## src/rtl/aes_pkg.sv

```systemverilog
// Shared AES constants, scheduler state encoding and a byte-lane slicing helper.
package aes_pkg;
    localparam int AES_NBYTES = 16;
    localparam int AES_BYTE_W = 8;

    typedef enum logic [1:0] {IDLE, ISSUE, DRAIN, DONE} sched_state_t;

    function automatic logic [AES_BYTE_W-1:0] get_byte(
        input logic [AES_NBYTES*AES_BYTE_W-1:0] s,
        input logic [3:0]                       idx
    );
        return s[idx*AES_BYTE_W +: AES_BYTE_W];
    endfunction
endpackage

```

## src/rtl/sbox_capture_pipe.sv

```systemverilog
// DEPTH-deep {valid, byte index} delay line that tracks each ROM read until its data returns.
module sbox_capture_pipe #(
    parameter int DEPTH = 1,
    parameter int IDX_W = 4
) (
    input  logic             sys_clk,
    input  logic             sys_rst_n,
    input  logic             clr,
    input  logic             vld_in,
    input  logic [IDX_W-1:0] idx_in,
    output logic             vld_out,
    output logic [IDX_W-1:0] idx_out
);
    logic [DEPTH-1:0] vld_p;
    logic [IDX_W-1:0] idx_p [DEPTH];

    always_ff @(posedge sys_clk or negedge sys_rst_n) begin
        if (!sys_rst_n) begin
            vld_p <= '0;
        end else if (clr) begin
            vld_p <= '0;
        end else begin
            vld_p[0] <= vld_in;
            for (int i = 1; i < DEPTH; i++) begin
                vld_p[i] <= vld_p[i-1];
            end
        end
    end

    // Indices are only meaningful alongside a set valid bit, so they need no reset.
    always_ff @(posedge sys_clk) begin
        idx_p[0] <= idx_in;
        for (int i = 1; i < DEPTH; i++) begin
            idx_p[i] <= idx_p[i-1];
        end
    end

    assign vld_out = vld_p[DEPTH-1];
    assign idx_out = idx_p[DEPTH-1];
endmodule

```

## src/rtl/inv_sbox_scheduler.sv

```systemverilog
// Streams the 16 bytes of an AES state through one shared inverse S-box ROM, one per clock,
// and reassembles the substituted bytes into a 128-bit result.
module inv_sbox_scheduler
    import aes_pkg::*;
#(
    parameter int ROM_LATENCY = 1,
    parameter int NBYTES      = AES_NBYTES
) (
    input  logic                         sys_clk,
    input  logic                         sys_rst_n,
    input  logic                         flush,
    input  logic                         in_valid,
    output logic                         in_ready,
    input  logic [NBYTES*AES_BYTE_W-1:0] in_state,
    output logic                         out_valid,
    input  logic                         out_ready,
    output logic [NBYTES*AES_BYTE_W-1:0] out_state,
    output logic [AES_BYTE_W-1:0]        rom_adr,
    input  logic [AES_BYTE_W-1:0]        rom_dat,
    output logic                         busy
);
    localparam logic [4:0] LAST_CNT = 5'(NBYTES - 1);
    localparam logic [3:0] LAST_IDX = 4'(NBYTES - 1);

    sched_state_t                  state;
    logic [4:0]                    issue_cnt;
    logic [NBYTES*AES_BYTE_W-1:0]  in_buf;
    logic                          cap_vld;
    logic [3:0]                    cap_idx;

    assign in_ready = (state == IDLE) & ~flush;
    assign busy     = (state != IDLE);
    assign rom_adr  = (state == ISSUE) ? get_byte(in_buf, issue_cnt[3:0]) : '0;

    // Issue -> capture boundary: the index rides alongside the ROM read latency.
    sbox_capture_pipe #(
        .DEPTH (ROM_LATENCY),
        .IDX_W (4)
    ) u_capture_pipe (
        .sys_clk   (sys_clk),
        .sys_rst_n (sys_rst_n),
        .clr       (flush),
        .vld_in    (state == ISSUE),
        .idx_in    (issue_cnt[3:0]),
        .vld_out   (cap_vld),
        .idx_out   (cap_idx)
    );

    always_ff @(posedge sys_clk or negedge sys_rst_n) begin
        if (!sys_rst_n) begin
            state     <= IDLE;
            issue_cnt <= '0;
            in_buf    <= '0;
            out_state <= '0;
            out_valid <= 1'b0;
        end else if (flush) begin
            // Partially written out_state is deliberately left as is.
            state     <= IDLE;
            issue_cnt <= '0;
            out_valid <= 1'b0;
        end else begin
            if (cap_vld) begin
                out_state[cap_idx*AES_BYTE_W +: AES_BYTE_W] <= rom_dat;
            end
            case (state)
                IDLE: begin
                    if (in_valid) begin
                        in_buf    <= in_state;
                        issue_cnt <= '0;
                        state     <= ISSUE;
                    end
                end
                ISSUE: begin
                    issue_cnt <= issue_cnt + 5'd1;
                    if (issue_cnt == LAST_CNT) begin
                        state <= DRAIN;
                    end
                end
                DRAIN: begin
                    if (cap_vld && (cap_idx == LAST_IDX)) begin
                        state     <= DONE;
                        out_valid <= 1'b1;
                    end
                end
                DONE: begin
                    if (out_ready) begin
                        state     <= IDLE;
                        out_valid <= 1'b0;
                    end
                end
                default: state <= IDLE;
            endcase
        end
    end
endmodule

```

## config.mk

```make
export PLATFORM = sky130hd
export DESIGN_NAME = inv_sbox_scheduler
export DESIGN_NICKNAME = d
export VERILOG_FILES = /design/src/rtl/aes_pkg.sv /design/src/rtl/sbox_capture_pipe.sv /design/src/rtl/inv_sbox_scheduler.sv
export SDC_FILE = /design/constraint.sdc
export NUM_CORES = 1
export LEC_CHECK = 0
export ABC_AREA = 1
export CAP_MARGIN = 10
export CORE_MARGIN = 1.5
export CORE_UTILIZATION = 35
export DETAILED_ROUTE_END_ITERATION = 10
export PLACE_DENSITY = 0.63
export SKIP_LAST_GASP = 1
export SLEW_MARGIN = 10
export SYNTH_ARGS = -nofsm -noshare
export SYNTH_HDL_FRONTEND = slang
export SYNTH_SLANG_ARGS = --single-unit
```

## constraint.sdc

```tcl
create_clock -name sys_clk -period 2.2 [get_ports sys_clk]
set_input_delay 0.33 -clock sys_clk [delete_from_list [all_inputs] [get_ports sys_clk]]
set_output_delay 0.33 -clock sys_clk [all_outputs]
set_load 0.03 [all_outputs]
```

==> results of run 1 <==
-- state kept, by name (all words and copies together), names as in the netlist --
signal                  flops
u_capture_pipe.vld_out      1
issue_cnt                   5
in_buf                    128
out_state                 128
u_capture_pipe.idx_p        4
state                       2
out_valid                   1
-- area by class of cell --
type / instances / area, µm²
inverter: 156 / 590.6
sequential: 269 / 6714
clock buffer: 39 / 875.8
timing repair buffer: 338 / 3478
clock inverter: 17 / 151.4
multi-input combinational: 1050 / 5017
fill: 3300 / 17400
tap: 455 / 569.3
-- layer usage --
layer,vias to the layer above,share of wire
met3,53,0.065
li1,5472,-
met4,0,0.019
met1,5320,0.45
met5,-,0
met2,387,0.47
-- worst max-delay path: cells and delay by family (launching register included) --
kind | cells | cell delay, ps
and+or+nand+nor | 5 | 390
buffers and inverters | 4 | 480
DFF | 1 | 470
AOI/OAI and AO/OA | 1 | 190
-- repair_timing --
| item | 4_1_cts | 5_1_grt |
|---|---|---|
| setup buffers | 1 | 7 |
| hold buffers | 1 | 0 |
| setup endpoints to repair | 17 | 50 |
| gates cloned | 3 | 1 |
| gates resized for setup | 42 | 13 |
| hold endpoints to repair | 53 | 0 |
| pin swaps | 5 | 3 |
-- worst paths after layout --
kind,endpoint,startpoint
max in group asynchronous,out_state[56],sys_rst_n
worst max register to register,out_state[7],u_capture_pipe.idx_p[0][1]
worst min register to register,out_state[57],out_state[57]
worst max-delay path,rom_adr[1],issue_cnt[0]
worst min-delay path,out_state[86],sys_rst_n
min in group sys_clk,in_buf[113],in_state[113]
-- cells in the final DEF (no fill, tap or decap), types with 8 or more instances in the layout --
master	n
sky130_fd_sc_hd__nand3_1	113
sky130_fd_sc_hd__inv_1	147
sky130_fd_sc_hd__clkbuf_16	31
sky130_fd_sc_hd__o21ai_2	28
sky130_fd_sc_hd__o21ai_0	49
sky130_fd_sc_hd__buf_4	43
sky130_fd_sc_hd__ha_1	8
sky130_fd_sc_hd__nor2_1	217
sky130_fd_sc_hd__mux2_2	24
sky130_fd_sc_hd__clkdlybuf4s50_1	268
sky130_fd_sc_hd__clkinv_2	12
sky130_fd_sc_hd__dfrtp_1	263
sky130_fd_sc_hd__nand2_1	440
sky130_fd_sc_hd__nand4_1	9
sky130_fd_sc_hd__nand3_2	9
sky130_fd_sc_hd__a21oi_1	107
sky130_fd_sc_hd__buf_12	13
sky130_fd_sc_hd__nand2_2	10
-- cells by family after synthesis --
logic type	synth area share
xor+xnor	0.001304
flops	0.5378
compound gates	0.08803
buf+inv	0.07469
fa+ha+maj	0.009024
simple gates	0.2675
mux	0.02166
-- power groups by stage --
stage	logic [mW]	clock network (mW)	registers, mW
floorplan	4.19	0	6.75
global placement	6.53	0	6.74
detailed placement	6.62	0	6.79
CTS	7.08	5.25	6.72
global route	7.94	5.47	6.85
finish	7.15	5.14	6.72
==> run summary, run 1 <==
* critical setup path kind: reg -> out
* final clock period utilization by the worst path: 1.103
* count of endpoints failing setup in the final report: 8
* worst setup skew after layout: 10.87 ps
* post-route insts no fill: 2324
* proportion of total power due to net switching: 0.3728
* FF+latch count, synth: 269
* Total Neg Setup Slack: -1658 ps
* gp weighted congestion: 0.8605
* violated checks: negative setup slack
* met1 Track Usage GR: 0.2924
* maximum fanout count along the critical path: 20
* Port Buf Inserts: 279
* average via count per standard cell: 4.833
* Antenna Nets Post-Route: 0
* remaining routing DRC violations: 0
* GRT Residual Overflow: 0
* GRT met3 Usage: 0.02869
* number of I/O pins: 280
* total clock sinks: 269
* Skew-Pair Late Insertion Delay: 560 ps
* overall fraction of global-route tracks in use: 0.2085
* nets in the synthesized netlist: 1698
* top_reg_cell synth: sky130_fd_sc_hd__dfrtp_1
* clock root buffer: sky130_fd_sc_hd__clkbuf_16
* Placement Setup Slack: -75.33 ps
* share of final-layout standard cells stronger than drive strength 1: 0.1231
* drt total wl: 38020 µm
* worst setup slack after layout: -225.6 ps
* part of the power in combinational logic: 0.376
* worst hold path type: in -> async
* CTS tree: built
* pin count of the biggest net entering global routing: 97
* number of H-tree levels: 1
* tightest slew margin relative to the limit: 0.6634
* met2 routing resource usage after global routing: 0.3400
* switching power of the nets: 7.088 mW
* vias in the first global route: 10990
* final critical delay including setup and external delays: 2426 ps
* Die ar.: 36800 µm²
* mapped cell area: 12480 µm²
* leakage power total: 8.258 nW
* total number of placement rows: 68
* setup slack on the worst flop-to-flop path: 120 ps
* unique cell type count in the Yosys netlist: 35
* Chip Height: 191.8 µm
* global-route wire length before repair: 60420 µm
* portion of synthesized cell area occupied by the leading cell type: 0.5314
* Antenna Cells: 0
* final HPWL from detailed placement: 27350 µm
* initial detailed-routing violation count: 911
* RSZ-0062 raised after global routing: yes
* CP Data Required Time: 1870 ps
* Max Freq: 412.3 MHz
* run status: complete, but fails checks
* area of the placeable core: 34800 µm²
* initial core utilization: 0.3586
* total internal power: 11.92 mW
* power per standard cell area: 1093 nW/µm²
* count of TritonRoute iterations in the first routing pass: 5
* Non-Filler Cell Area, Final: 17400 µm²
* largest incremental delay on the critical path: 470 ps
* antenna violations before repair: 0
* per-instance average area after synthesis: 8.062 µm²
* CTS Buf Count: 30
* number of vias in the routed layout: 11230
* area after detailed placement: 16010 µm²
* critical path arrival: 2100 ps
* cell type contributing the most total cell area after synthesis: sky130_fd_sc_hd__dfrtp_1
* sequential-to-total area share from yosys stat: 0.5378
* global route hottest layer: met2
* area grow syn2layout: 39.40%
* most frequently used cell type in the post-synthesis netlist: sky130_fd_sc_hd__nand2_1
* number of buffers between clock root and the deepest sink: 3
* Final Hold Slack: 322.5 ps
* detailed-route wire length per cell: 16.36 µm
* startpoint types: register
* element type at the critical path end: primary output
* final max-slew violation count: 0
* die span in x: 191.8 µm
* number of hold violations in the final report: 0
* sum of internal, switching and leakage power: 19.01 mW
* most common library cells after synthesis: sky130_fd_sc_hd__nand2_1 (449), sky130_fd_sc_hd__dfrtp_1 (265), sky130_fd_sc_hd__nor2_1 (221), sky130_fd_sc_hd__inv_1 (149), sky130_fd_sc_hd__nand3_1 (121)
* dominant cell type by count on the critical path: sky130_fd_sc_hd__nand2_1
* critical-path cell with the highest stage delay: sky130_fd_sc_hd__dfrtp_2
* post-synthesis instance total: 1548
* worst-case vdd ir drop: 0.6950 mV
* part of the power in registers: 0.353
* count of flip-flops with a built-in enable after synthesis: 0
* Post-layout nets: 1995
* Worst Tran Pin Value: 504.8 ps
* final standard cell utilization of the core: 0.4999
* clock-pin slew on the worst setup and hold paths: 60 ps
* number of warnings printed during yosys synthesis: 0
* max capacitance violation total: 0
* biggest area contributors in the synthesized netlist: sky130_fd_sc_hd__dfrtp_1 (53%), sky130_fd_sc_hd__nand2_1 (14%), sky130_fd_sc_hd__nor2_1 (6.6%)
* part of the power in the clock network: 0.270
* Async SR Flop Fraction: 0.9851
* number of cells after detailed placement: 2255
* worst reg-to-reg path cell count: 9
* critical path cell sequence: inv_4, buf_12, nand2_1, nand3_1, nand2_1, nand2_1, nand2_2, inv_1, a21oi_2, buf_6
Power figures use the tool's default switching activity.
==> inputs of run 2 (changes only) <==
--- a/config.mk
+++ b/config.mk
@@ -6,11 +6,14 @@
 export NUM_CORES = 1
 export LEC_CHECK = 0
 export ABC_AREA = 1
-export CAP_MARGIN = 10
+export CAP_MARGIN = 20
+export CELL_PAD_IN_SITES_DETAIL_PLACEMENT = 0
+export CELL_PAD_IN_SITES_GLOBAL_PLACEMENT = 1
 export CORE_MARGIN = 1.5
-export CORE_UTILIZATION = 35
+export CORE_UTILIZATION = 34
 export DETAILED_ROUTE_END_ITERATION = 10
-export PLACE_DENSITY = 0.63
+export PLACE_DENSITY = 0.8
+export REMOVE_ABC_BUFFERS = 1
 export SKIP_LAST_GASP = 1
 export SLEW_MARGIN = 10
 export SYNTH_ARGS = -nofsm -noshare
==> run 2 against run 1 <==
Compared with the run above:
- the run still ends with negative setup slack left
- flip-flop and latch count is the same
- global-route usage decreased by 0.53 points
- sequential share of layout area shrank 0.29 points
- die area increased by 2.9%
- sequential power hardly changed
- non-clock buffer count rose by 18
- core utilization fell by 1.1 points
- wire length up 0.85%
- critical endpoint is now rom_adr[2]
==> run summary, run 2 (synthesized netlist as in run 1, its figures left out) <==
* CTS Buf Count: 30, unchanged
* RSZ-0062 raised after global routing: yes, unchanged
* part of the power in combinational logic: 0.375, was 0.376
* Post-layout nets: 2012, was 1995
* critical setup path kind: reg -> out, unchanged
* count of TritonRoute iterations in the first routing pass: 5, unchanged
* drt total wl: 38350 µm, was 38020 µm
* number of hold violations in the final report: 0, unchanged
* initial detailed-routing violation count: 618, was 911
* detailed-route wire length per cell: 16.35 µm, was 16.36 µm
* GRT Residual Overflow: 0, unchanged
* Skew-Pair Late Insertion Delay: 560 ps, about the same
* number of I/O pins: 280, unchanged
* global-route wire length before repair: 61310 µm, was 60420 µm
* share of final-layout standard cells stronger than drive strength 1: 0.1200, was 0.1231
* leakage power total: 8.334 nW, was 8.258 nW
* CTS tree: built, unchanged
* violated checks: negative setup slack, unchanged
* total clock sinks: 269, unchanged
* Port Buf Inserts: 279, unchanged
* Final Hold Slack: 320.7 ps, was 322.5 ps
* startpoint of the worst register-to-register path: u_capture_pipe.idx_p[0][1], unchanged
* Chip Height: 194.6 µm, was 191.8 µm
* most frequent cells in the layout: sky130_fd_sc_hd__nand2_1 (445), sky130_fd_sc_hd__clkdlybuf4s50_1 (268), sky130_fd_sc_hd__dfrtp_1 (263), sky130_fd_sc_hd__nor2_1 (219), sky130_fd_sc_hd__inv_1 (148), was sky130_fd_sc_hd__nand2_1 (440), sky130_fd_sc_hd__clkdlybuf4s50_1 (268), sky130_fd_sc_hd__dfrtp_1 (263), sky130_fd_sc_hd__nor2_1 (217), sky130_fd_sc_hd__inv_1 (147)
* total internal power: 12.12 mW, was 11.92 mW
* area of the placeable core: 35830 µm², was 34800 µm²
* run status: complete, but fails checks, unchanged
* max capacitance violation total: 0, unchanged
* tightest slew margin relative to the limit: 0.6466, was 0.6634
* initial core utilization: 0.3483, was 0.3586
* overall fraction of global-route tracks in use: 0.2032, was 0.2085
* gp weighted congestion: 0.8404, was 0.8605
* number of vias in the routed layout: 11240, was 11230
* Worst Tran Pin Value: 530.1 ps, was 504.8 ps
* clock-pin slew on the worst setup and hold paths: 60 ps, about the same
* most frequent standard cell in the layout excluding fill and tap cells: sky130_fd_sc_hd__nand2_1, unchanged
* final critical delay including setup and external delays: 2498 ps, was 2426 ps
* power per standard cell area: 1084 nW/µm², was 1093 nW/µm²
* switching power of the nets: 6.895 mW, was 7.088 mW
* Antenna Nets Post-Route: 0, unchanged
* worst setup skew after layout: 18.09 ps, was 10.87 ps
* total number of placement rows: 69, was 68
* worst hold path type: in -> async, unchanged
* Die ar.: 37860 µm², was 36800 µm²
* Non-Filler Cell Area, Final: 17530 µm², was 17400 µm²
* Top Registers: in_buf (128), out_state (128), issue_cnt (5), unchanged
* worst setup slack after layout: -298.5 ps, was -225.6 ps
* setup slack on the worst flop-to-flop path: 190 ps, was 120 ps
* worst r2r dst: out_state[123], was out_state[7]
* vias in the first global route: 11170, was 10990
* number of H-tree levels: 1, unchanged
* clock root buffer: sky130_fd_sc_hd__clkbuf_16, unchanged
* part of the power in the clock network: 0.273, was 0.270
* worst reg-to-reg path cell count: 10, was 9
* number of buffers between clock root and the deepest sink: 3, unchanged
* part of the power in registers: 0.352, was 0.353
* area after detailed placement: 16220 µm², was 16010 µm²
* final clock period utilization by the worst path: 1.136, was 1.103
* count of endpoints failing setup in the final report: 8, unchanged
* Placement Setup Slack: -27.97 ps, was -75.33 ps
* maximum fanout count along the critical path: 17, was 20
* critical path arrival: 2170 ps, was 2100 ps
* proportion of total power due to net switching: 0.3627, was 0.3728
* pin count of the biggest net entering global routing: 95, was 97
* antenna violations before repair: 1, was 0
* worst-case vdd ir drop: 0.7724 mV, was 0.6950 mV
* die span in x: 194.6 µm, was 191.8 µm
* area grow syn2layout: 40.51%, was 39.40%
* average via count per standard cell: 4.790, was 4.833
* remaining routing DRC violations: 0, unchanged
* element type at the critical path end: primary output, unchanged
* startpoint types: register, unchanged
* final max-slew violation count: 0, unchanged
* Max Freq: 400.2 MHz, was 412.3 MHz
* CP Data Required Time: 1870 ps, about the same
* final HPWL from detailed placement: 27760 µm, was 27350 µm
==> run 2: through the flow <==
stage,std cells,TNS [ps],util,power [mW]
6_report,2346,-2078,0.4894,19.01
5_1_grt,2345,-3068,0.4893,20.31
4_1_cts,2343,-2451,0.4881,19.19
3_5_place_dp,2281,-141.7,0.4528,13.54
3_3_place_gp,2281,0,0.4528,13.40
2_1_floorplan,1474,-513300,-,10.85
==> run 2: worst max-delay path, cell delays in order, from the launching register on <==
cell,delay [ps]
sky130_fd_sc_hd__dfrtp_4,530
sky130_fd_sc_hd__buf_12,160
sky130_fd_sc_hd__buf_16,150
sky130_fd_sc_hd__nand2_1,70
sky130_fd_sc_hd__nand3_1,80
sky130_fd_sc_hd__nand2_1,70
sky130_fd_sc_hd__nand2_1,40
sky130_fd_sc_hd__nand2_1,80
sky130_fd_sc_hd__inv_1,40
sky130_fd_sc_hd__a21oi_1,190
sky130_fd_sc_hd__buf_4,200
==> run 2: area by class of cell <==
cell class / instances / area (µm²)
Multi-Input combinational cell: 1049 / 4938
Tap cell: 461 / 576.8
Timing Repair Buffer: 356 / 3676
Antenna cell: 1 / 2.502
Clock buffer: 43 / 890.9
Sequential cell: 269 / 6716
Inverter: 156 / 588.1
Clock inverter: 11 / 145.1
Fill cell: 3419 / 18290
==> run 2: worst max path at each step <==
| stage | start | to | slack (ps) |
|---|---|---|---|
| 2_1_floorplan | state[0] | in_buf[0] | -3400 |
| 3_3_place_gp | flush | out_state[45] | 2 |
| 3_5_place_dp | flush | out_state[47] | -30 |
| 4_1_cts | issue_cnt[0] | rom_adr[7] | -360 |
| 5_1_grt | issue_cnt[0] | rom_adr[4] | -450 |
| 6_report | issue_cnt[0] | rom_adr[2] | -300 |
==> run 2: per-layer routing <==
| layer | routed length (µm) | track usage | up-vias |
|---|---|---|---|
| li1 | - | - | 5497 |
| met2 | 17470 | 0.3290 | 369 |
| met4 | 831 | 0.04977 | 0 |
| met1 | 17550 | 0.2833 | 5317 |
| met5 | 0 | 0 | - |
| met3 | 2493 | 0.03418 | 54 |
==> run 2: repair_timing <==
action,4_1_cts,5_1_grt
pin swaps,6,4
hold buffers,1,0
endpoints found under the setup margin,21,27
hold endpoints to repair,50,0
buffers inserted,5,2
gates resized for setup,30,10
cloned,2,0
==> run 2: power groups by stage <==
stage          registers [mW]  logic [mW]  clock network (mW)
4_1_cts                  6.70        7.14                5.35
5_1_grt                  6.84        7.94                5.53
3_3_place_gp             6.73        6.67                   0
6_report                 6.70        7.12                5.19
2_1_floorplan            6.95        3.90                   0
3_5_place_dp             6.78        6.76                   0
==> inputs of run 3 (changes only) <==
--- a/config.mk
+++ b/config.mk
@@ -14,6 +14,7 @@
 export DETAILED_ROUTE_END_ITERATION = 10
 export PLACE_DENSITY = 0.8
 export REMOVE_ABC_BUFFERS = 1
+export SKIP_CTS_REPAIR_TIMING = 1
 export SKIP_LAST_GASP = 1
 export SLEW_MARGIN = 10
 export SYNTH_ARGS = -nofsm -noshare
==> run 3 against run 2 <==
Compared with the run above:
- first-iteration DRC count increased by 6.8%
- cell area increased by 2.1%
- flip-flop and latch count stayed put
- register-to-register slack about the same
- critical endpoint is now rom_adr[5]
- via count rose by 0.62%
- highest routed layer unchanged
- sequential share of layout area shrank 0.79 points
- hold slack worse by 2.2 ps
- non-clock buffer count rose by 13
- core utilization is 1.0 points higher
- critical path type unchanged
- the run still ends with negative setup slack left
- sequential power is essentially flat
- clock power about the same
==> run summary, run 3 (synthesized netlist as in run 1, its figures left out) <==
* power per standard cell area: 1098 nW/µm², was 1084 nW/µm²
* final critical delay including setup and external delays: 2545 ps, was 2498 ps
* Die ar.: 37860 µm², unchanged
* remaining routing DRC violations: 0, unchanged
* count of TritonRoute iterations in the first routing pass: 5, unchanged
* die span in x: 194.6 µm, unchanged
* Post-layout nets: 2025, was 2012
* startpoint types: register, unchanged
* global-route wire length before repair: 60140 µm, was 61310 µm
* clock root buffer: sky130_fd_sc_hd__clkbuf_16, unchanged
* final max-slew violation count: 0, unchanged
* amount of wire on met2 after detailed routing: 18000 µm, was 17470 µm
* share of final-layout standard cells stronger than drive strength 1: 0.1423, was 0.1200
* number of buffers between clock root and the deepest sink: 3, unchanged
* count of endpoints failing setup in the final report: 8, unchanged
* CTS Buf Count: 30, unchanged
* Total Neg Setup Slack: -2537 ps, was -2078 ps
* tightest slew margin relative to the limit: 0.6529, was 0.6466
* detailed-route wire length per cell: 16.70 µm, was 16.35 µm
* worst setup slack after layout: -345.3 ps, was -298.5 ps
* critical path arrival: 2220 ps, was 2170 ps
* area of the placeable core: 35830 µm², unchanged
* CP Data Required Time: 1870 ps, about the same
* top routing layer used: met4, unchanged
* area grow syn2layout: 43.45%, was 40.51%
* part of the power in combinational logic: 0.394, was 0.375
* run status: complete, but fails checks, unchanged
* gp weighted congestion: 0.8404, unchanged
* number of vias in the routed layout: 11310, was 11240
* initial detailed-routing violation count: 660, was 618
* element type at the critical path end: primary output, unchanged
* worst-case vdd ir drop: 0.7804 mV, was 0.7724 mV
* vias in the first global route: 11050, was 11170
* Skew-Pair Late Insertion Delay: 560 ps, about the same
* part of the power in registers: 0.341, was 0.352
* Chip Height: 194.6 µm, unchanged
* part of the power in the clock network: 0.265, was 0.273
* critical setup path kind: reg -> out, unchanged
* CTS tree: built, unchanged
* Max Freq: 392.9 MHz, was 400.2 MHz
* most frequent cells in the layout: sky130_fd_sc_hd__nand2_1 (429), sky130_fd_sc_hd__clkdlybuf4s50_1 (268), sky130_fd_sc_hd__dfrtp_1 (263), sky130_fd_sc_hd__nor2_1 (219), sky130_fd_sc_hd__inv_1 (143), was sky130_fd_sc_hd__nand2_1 (445), sky130_fd_sc_hd__clkdlybuf4s50_1 (268), sky130_fd_sc_hd__dfrtp_1 (263), sky130_fd_sc_hd__nor2_1 (219), sky130_fd_sc_hd__inv_1 (148)
* worst reg-to-reg path cell count: 10, unchanged
* violated checks: negative setup slack, unchanged
* total clock sinks: 269, unchanged
* Worst Tran Pin Value: 520.6 ps, was 530.1 ps
* DRT met1 WL: 18070 µm, was 17550 µm
* initial core utilization: 0.3483, unchanged
* worst hold path type: in -> async, unchanged
* RSZ-0062 raised after global routing: yes, unchanged
* Filler Cells Inserted: 3383, was 3419
* number of I/O pins: 280, unchanged
* leakage power total: 8.483 nW, was 8.334 nW
* number of H-tree levels: 1, unchanged
* clock-pin slew on the worst setup and hold paths: 60 ps, about the same
* Antenna Nets Post-Route: 0, unchanged
* switching power of the nets: 7.183 mW, was 6.895 mW
* pin count of the biggest net entering global routing: 95, unchanged
* drt total wl: 39390 µm, was 38350 µm
* overall fraction of global-route tracks in use: 0.1990, was 0.2032
* most frequent standard cell in the layout excluding fill and tap cells: sky130_fd_sc_hd__nand2_1, unchanged
* footprint of the multi-input gates: 5045 µm², was 4938 µm²
* final standard cell utilization of the core: 0.4997, was 0.4894
* final HPWL from detailed placement: 27760 µm, unchanged
* average via count per standard cell: 4.793, was 4.790
* Top Registers: in_buf (128), out_state (128), issue_cnt (5), unchanged
* antenna violations before repair: 1, unchanged
* total number of placement rows: 69, unchanged
* worst setup skew after layout: 17.95 ps, was 18.09 ps
* Sequential Area: 6716 µm², unchanged
* proportion of total power due to net switching: 0.3654, was 0.3627
* max capacitance violation total: 0, unchanged
* sum of met3 wire segment lengths after detailed routing: 2535 µm, was 2493 µm
* number of hold violations in the final report: 0, unchanged
* Port Buf Inserts: 279, unchanged
* total internal power: 12.48 mW, was 12.12 mW
* GRT Residual Overflow: 0, unchanged
* final clock period utilization by the worst path: 1.157, was 1.136
* maximum fanout count along the critical path: 6, was 17
[run 3: cell types whose count changed in the layout (fill, tap and decap cells not counted), moves of 3 or more]
cell / delta
sky130_fd_sc_hd__a21oi_1: -3
sky130_fd_sc_hd__a21oi_4: +3
sky130_fd_sc_hd__buf_6: +8
sky130_fd_sc_hd__clkbuf_16: +8
sky130_fd_sc_hd__inv_1: -5
sky130_fd_sc_hd__inv_2: +4
sky130_fd_sc_hd__nand2_1: -16
sky130_fd_sc_hd__nand2_2: +15
sky130_fd_sc_hd__nand3_1: -7
sky130_fd_sc_hd__nand3_2: +8
[run 3: cell type report]
cell class / count / area share
Sequential cell: 269 / 0.3752
Multi-Input combinational cell: 1049 / 0.2818
Timing Repair Buffer: 369 / 0.2188
Clock buffer: 43 / 0.04976
Inverter: 156 / 0.03404
Tap cell: 461 / 0.03222
Clock inverter: 11 / 0.008107
Antenna cell: 1 / 0.0001398
[run 3: through the flow]
step	std cells	power, mW	setup slack [ps]	cell area, µm²	hold WS [ps]
after floorplan	1474	10.85	-3402	12130	34.41
after global placement	2281	13.40	2.070	16220	316.3
after detailed placement	2281	13.54	-27.97	16220	322.3
after CTS	2335	18.83	-551.6	17260	-281.3
after global routing	2358	20.95	-460.3	17900	337.7
final	2359	19.66	-345.3	17900	318.5
[run 3: power by group through the flow]
stage | logic (mW) | registers, mW | clock network (mW)
finish | 7.76 | 6.70 | 5.20
global route | 8.58 | 6.84 | 5.53
CTS | 6.79 | 6.69 | 5.35
detailed placement | 6.76 | 6.78 | 0
global placement | 6.67 | 6.73 | 0
floorplan | 3.90 | 6.95 | 0
[run 3: worst paths after layout]
check	end	start	slack, ps
max in group asynchronous	in_buf[75]	sys_rst_n	1140
max reg2reg	out_state[123]	u_capture_pipe.idx_p[0][1]	200
min	out_state[21]	sys_rst_n	320
min reg2reg	u_capture_pipe.idx_p[0][3]	issue_cnt[3]	470
max	rom_adr[5]	issue_cnt[0]	-350
min in group sys_clk	in_buf[100]	in_state[100]	360
[run 3: critical path, cell delays in order (launching register included)]
cell and delay, ps:
sky130_fd_sc_hd__dfrtp_4 480, sky130_fd_sc_hd__buf_12 170, sky130_fd_sc_hd__inv_16 60, sky130_fd_sc_hd__buf_12 130, sky130_fd_sc_hd__buf_6 120, sky130_fd_sc_hd__nand2_2 50
sky130_fd_sc_hd__nand3_2 50, sky130_fd_sc_hd__nand2_1 70, sky130_fd_sc_hd__nand2_1 50, sky130_fd_sc_hd__nand2_1 100, sky130_fd_sc_hd__inv_1 60, sky130_fd_sc_hd__a21oi_2 160
sky130_fd_sc_hd__buf_6 160
[run 3: layer usage]
metal  track usage  vias up
met5             0        -
met4       0.04890        0
met3       0.03401       55
met2        0.3203      368
met1        0.2786     5350
li1              -     5534
